### src/rtl/maltsev_pkg.sv
// maltsev_pkg: shared widths and call-controller state encoding,
// common to maltsev_call_ctrl and the generated root_* wrappers.
package maltsev_pkg;

  localparam int W_DEF = 16;

  localparam logic [2:0] ENC_IDLE  = 3'd0;
  localparam logic [2:0] ENC_START = 3'd1;
  localparam logic [2:0] ENC_WAIT  = 3'd2;
  localparam logic [2:0] ENC_HOLD  = 3'd3;
  localparam logic [2:0] ENC_ERROR = 3'd4;

  typedef enum logic [2:0] {
    S_IDLE  = ENC_IDLE,
    S_START = ENC_START,
    S_WAIT  = ENC_WAIT,
    S_HOLD  = ENC_HOLD,
    S_ERROR = ENC_ERROR
  } state_e;

endpackage

### src/rtl/maltsev_call_timer.sv
// maltsev_call_timer: bounded wait counter with clear/enable;
// expire_o is high once TIMEOUT-1 enabled cycles have elapsed.
module maltsev_call_timer #(
  parameter int TIMEOUT = 1024
) (
  input  logic CLK,
  input  logic RST,
  input  logic clr_i,
  input  logic en_i,
  output logic expire_o
);

  localparam int TW = (TIMEOUT > 2) ? $clog2(TIMEOUT) : 1;

  logic [TW-1:0] cnt_q;
  logic [TW-1:0] cnt_d;

  assign expire_o = (cnt_q == TW'(TIMEOUT - 1));

  // Clear wins over enable; the count holds once expired.
  always_comb begin
    cnt_d = cnt_q;
    if (clr_i) begin
      cnt_d = '0;
    end else if (en_i && !expire_o) begin
      cnt_d = cnt_q + TW'(1);
    end
  end

  // Count register.
  always_ff @(posedge CLK or negedge RST) begin
    if (!RST) begin
      cnt_q <= '0;
    end else begin
      cnt_q <= cnt_d;
    end
  end

endmodule

### src/rtl/maltsev_call_ctrl.sv
// maltsev_call_ctrl: drives one ST/RD/RES call into a root_*
// operator tree and returns RES downstream under valid/ack.
module maltsev_call_ctrl
  import maltsev_pkg::*;
#(
  parameter int W       = W_DEF,
  parameter int TIMEOUT = 1024,
  parameter int CW      = 16
) (
  input  logic          CLK,
  input  logic          RST,
  input  logic          REQ,
  output logic          ACK,
  input  logic [W-1:0]  A0,
  input  logic [W-1:0]  A1,
  input  logic [W-1:0]  A2,
  input  logic [W-1:0]  A3,
  input  logic [W-1:0]  A4,
  output logic          ST,
  input  logic          RD,
  input  logic [W-1:0]  RES,
  output logic [W-1:0]  IN0,
  output logic [W-1:0]  IN1,
  output logic [W-1:0]  IN2,
  output logic [W-1:0]  IN3,
  output logic [W-1:0]  IN4,
  output logic [W-1:0]  OUT,
  output logic          OUT_VLD,
  input  logic          OUT_ACK,
  output logic          ERR,
  input  logic          CLR,
  output logic          BUSY,
  output logic [CW-1:0] CNT
);

  state_e         state_q, state_d;
  logic           ack_q, ack_d;
  logic           st_q, st_d;
  logic           vld_q, vld_d;
  logic           err_q, err_d;
  logic           busy_q, busy_d;
  logic           rd_q;
  logic [W-1:0]   out_q, out_d;
  logic [CW-1:0]  cnt_q, cnt_d;
  logic [W-1:0]   in_q [5];
  logic [W-1:0]   in_d [5];
  logic           done;
  logic           expire;

  // Only a fresh rising edge of RD completes a call.
  assign done = RD & ~rd_q;

  maltsev_call_timer #(
    .TIMEOUT (TIMEOUT)
  ) u_timer (
    .CLK      (CLK),
    .RST      (RST),
    .clr_i    (state_q == S_START),
    .en_i     ((state_q == S_WAIT) && !done),
    .expire_o (expire)
  );

  // Next-state and registered-output values.
  always_comb begin
    state_d = state_q;
    out_d   = out_q;
    vld_d   = vld_q;
    err_d   = err_q;
    cnt_d   = cnt_q;
    in_d    = in_q;
    unique case (state_q)
      S_IDLE: begin
        if (REQ && ack_q) begin
          in_d    = '{A0, A1, A2, A3, A4};
          state_d = S_START;
        end
      end
      S_START: state_d = S_WAIT;
      S_WAIT: begin
        if (done) begin
          out_d   = RES;
          vld_d   = 1'b1;
          cnt_d   = cnt_q + CW'(1);
          state_d = S_HOLD;
        end else if (expire) begin
          err_d   = 1'b1;
          state_d = S_ERROR;
        end
      end
      S_HOLD: begin
        if (OUT_ACK) begin
          vld_d   = 1'b0;
          state_d = S_IDLE;
        end
      end
      S_ERROR: begin
        if (CLR) begin
          err_d   = 1'b0;
          state_d = S_IDLE;
        end
      end
      default: state_d = S_IDLE;
    endcase
    st_d   = (state_d == S_START);
    ack_d  = (state_d == S_IDLE);
    busy_d = (state_d != S_IDLE);
  end

  // State and output registers; reset aborts any call in flight.
  always_ff @(posedge CLK or negedge RST) begin
    if (!RST) begin
      state_q <= S_IDLE;
      ack_q   <= 1'b0;
      st_q    <= 1'b0;
      vld_q   <= 1'b0;
      err_q   <= 1'b0;
      busy_q  <= 1'b0;
      rd_q    <= 1'b0;
      out_q   <= '0;
      cnt_q   <= '0;
      in_q    <= '{default: '0};
    end else begin
      state_q <= state_d;
      ack_q   <= ack_d;
      st_q    <= st_d;
      vld_q   <= vld_d;
      err_q   <= err_d;
      busy_q  <= busy_d;
      rd_q    <= RD;
      out_q   <= out_d;
      cnt_q   <= cnt_d;
      in_q    <= in_d;
    end
  end

  assign ACK     = ack_q;
  assign ST      = st_q;
  assign OUT     = out_q;
  assign OUT_VLD = vld_q;
  assign ERR     = err_q;
  assign BUSY    = busy_q;
  assign CNT     = cnt_q;
  assign IN0     = in_q[0];
  assign IN1     = in_q[1];
  assign IN2     = in_q[2];
  assign IN3     = in_q[3];
  assign IN4     = in_q[4];

endmodule

### config.mk
export PLATFORM = sky130hd
export DESIGN_NAME = maltsev_call_ctrl
export DESIGN_NICKNAME = d
export VERILOG_FILES = /design/src/rtl/maltsev_pkg.sv /design/src/rtl/maltsev_call_timer.sv /design/src/rtl/maltsev_call_ctrl.sv
export SDC_FILE = /design/constraint.sdc
export NUM_CORES = 1
export LEC_CHECK = 0
export BUFFER_PORTS_ARGS = -buffer_cell sky130_fd_sc_hd__buf_2
export CORE_MARGIN = 1.5
export CORE_UTILIZATION = 51
export DETAILED_ROUTE_END_ITERATION = 8
export HOLD_SLACK_MARGIN = 0.12
export PLACE_DENSITY = 0.88
export SLEW_MARGIN = 20
export SYNTH_ARGS = -nofsm -noshare
export SYNTH_HDL_FRONTEND = slang
export SYNTH_SLANG_ARGS = --single-unit
### constraint.sdc
create_clock -name CLK -period 2.7 [get_ports CLK]
set_clock_uncertainty 0.1 [all_clocks]
set_input_delay 0.135 -clock CLK [delete_from_list [all_inputs] [get_ports CLK]]
set_output_delay 0.135 -clock CLK [all_outputs]
set_load 0.02 [all_outputs]
==> run summary <==
Met2 usage -> 0.599
Area fraction of the dominant cell type after synthesis -> 0.626
Commonest cells in the netlist -> dfrtp_1, mux2_2, nand2_1, nor2_1, xnor2_1
GR Util met1 -> 0.327
Clock buffer depth -> 2
Sequential-to-total area share from yosys stat -> 0.626
Fin. max-slew vios -> 0
Post-CTS Resized -> 0
Flops & latches, synth -> 131
Area Overhead vs Synth -> 53.1%
# H-tree levels -> 4
Placed Instances -> 699
Leakage -> 3.91 nW
Final min period -> 2.26 ns
Power per standard cell area -> 1120 mW/mm²
Syn_nets -> 460
WP data required -> 3.00 ns
Slack of the critical path -> 0.444 ns
Post-route antenna net violation count -> 0
Share of layout cells above drive strength 1 -> 0.504
Placer Congestion -> 0.826
Fin crit share -> 0.836
Worst path max stage delay -> 0.52 ns
Status -> complete, no violations
CTS Sinks -> 131
Routed wire length -> 17.1 mm
# fillers -> 510
Synth Flop Type -> dfrtp_1
Crit-path cells -> nor2_1, nand3_1, nor2_4, buf_12, mux2_2
Share of flip-flops with an asynchronous set or reset -> 1.00
Maximum VDD drop -> 0.000682 V
CTS tree -> built
WP data arrival -> 2.55 ns
Synthesized instance count -> 356
Slew at the pin with the worst max-slew slack -> 0.822 ns
Die ar. -> 0.0109 mm²
Max-capacitance violation count -> 0
Busiest grt layer -> met2
Root buf cell -> clkbuf_8
Design area -> 0.00801 mm²
Die height -> 104 µm
Final setup violation count -> 0
Critical path class -> flop to flop
Vias in the first global route -> 4872
Antenna violations before repair -> 2
Synthesis Warnings -> 0
TNS Setup -> 0 ns
Avg WL per Cell -> 20.6 µm
Startpoint Class -> flop
Drt drc -> 0
Met3 global-route usage -> 0.0764
Area leader, netlist -> dfrtp_1
CTS Buf Count -> 17
Count leader, synth -> dfrtp_1
Max FO, Critical Path -> 83
Final hold viol count -> 0
First-pass detailed-route iteration total -> 4
Io pins -> 219
Worst reg-to-reg setup slack -> 0.44 ns
DP HPWL -> 9.13 mm
CORE AREA -> 0.00986 mm²
Cell area after placement -> 0.00645 mm²
Largest net degree at the start of global routing -> 84
DRT iter0 DRCs -> 231
Syn Area/Cell -> 14.7 µm²
Synth cell types -> 40
Mapped cell area -> 0.00523 mm²
Fin Hold WS -> 0.117 ns
Post-layout net count -> 790
Post-synth EDFFs -> 0
Vias per cell -> 5.30
Crit. End Element -> flop
Fin cells -> 832
RSZ-0062 raised after global routing -> false
Die Width -> 104 µm
Row Count -> 36
Maximum clock rate -> 443 MHz
Total track usage -> 0.324
Slew headroom -> 0.451
Synth top area cells -> dfrtp_1, mux2_2, buf_6, mux2_1, xnor2_1
Reg clk slew, reported paths -> 0.08 ns
Global-route wire length before repair -> 26.2 mm
Port Buf Inserts -> 218
Pre-CTS setup slack -> 0.574 ns
Initial Utilization -> 0.530
Grt ovf -> 0
Worst path slowest cell -> dfrtp_1
Via count -> 4407
Clock Latency Late Sink -> 0.52 ns
Hold Path Class -> primary input to async pin
==> placed cells by master, fill, tap and decap left out, types with 5 or more instances in the layout <==
master	netlist	layout
a21oi_1	7	7
and3_1	5	5
buf_2	4	217
clkbuf_16	0	16
dfrtp_1	131	131
dlygate4sd3_1	0	101
mux2_1	7	7
mux2_2	90	90
nand2_1	16	16
nand3_1	7	7
nand4_1	7	7
nor2_1	11	10
nor3_1	6	5
xnor2_1	8	8
xor2_1	7	7
==> final timing paths <==
path                                      start                   to  depth (start not counted)
hold / removal                              RST   IN2[4]$_DFFE_PN0P_                          2
setup / recovery           state_q[0]$_DFF_PN0_   IN4[0]$_DFFE_PN0P_                          5
setup reg to reg           state_q[0]$_DFF_PN0_   IN4[0]$_DFFE_PN0P_                          5
min in group CLK                             RD       rd_q$_DFF_PN0_                          2
max in group asynchronous                   RST  IN1[11]$_DFFE_PN0P_                          3
hold reg to reg              IN1[5]$_DFFE_PN0P_   IN1[5]$_DFFE_PN0P_                          1
==> flip-flops by register name (all words and copies together), names as in the netlist <==
signal         flops
ERR                1
IN4               16
BUSY               1
rd_q               1
state_q            3
OUT_VLD            1
IN1               16
ACK                1
IN3               16
IN0               16
CNT               16
ST                 1
IN2               16
OUT               16
u_timer.cnt_q     10
==> metal layers <==
layer	vias up	wire (µm)
met5	-	0
met4	0	846
met3	61	797
met2	218	9530
met1	2189	5960
li1	1939	-
==> power breakdown <==
part / switching, mW / internal (mW) / leakage (nW)
logic: 1.96 / 1.40 / 2.03
clock network: 0.880 / 1.28 / 0.262
registers: 0.626 / 2.79 / 1.63
==> final cells by class <==
cell class / instances / area (µm²) / area share
Timing Repair Buffer: 324 / 2170 / 0.271
Tap cell: 133 / 166 / 0.0208
Inverter: 2 / 7.51 / 0.000937
Multi-Input combinational cell: 210 / 1850 / 0.230
Antenna cell: 2 / 5.00 / 0.000625
Clock inverter: 9 / 81.3 / 0.0102
Clock buffer: 21 / 459 / 0.0573
Sequential cell: 131 / 3280 / 0.409
==> kinds of logic after synthesis <==
logic type / Yosys count / share of synthesized area
flip-flops: 131 / 0.626
XOR/XNOR: 15 / 0.0251
multiplexers: 100 / 0.214
adder cells (fa/ha/maj): 2 / 0.00478
AND/OR/NAND/NOR: 72 / 0.0796
buffers and inverters: 15 / 0.0232
AO/OA/AOI/OAI: 21 / 0.0263
==> metrics by stage <==
step                power (mW)   util
floorplan                 5.26      -
global placement          6.29  0.654
detailed placement        6.47  0.654
CTS                       8.71  0.812
global route              9.28  0.812
finish                    8.94  0.812
==> timing repair <==
item                      in CTS  in global routing
buffers inserted               0                  0
hold buffers                 101                  0
hold endpoints to repair     197                  0
==> worst max-delay path, delay by kind of cell, from the launching register on <==
kind / cells / cell delay [ns]
flops: 1 / 0.52
simple gates: 3 / 0.65
buf+inv: 1 / 0.35
mux: 1 / 0.44
(Power assumes the default switching activity.)
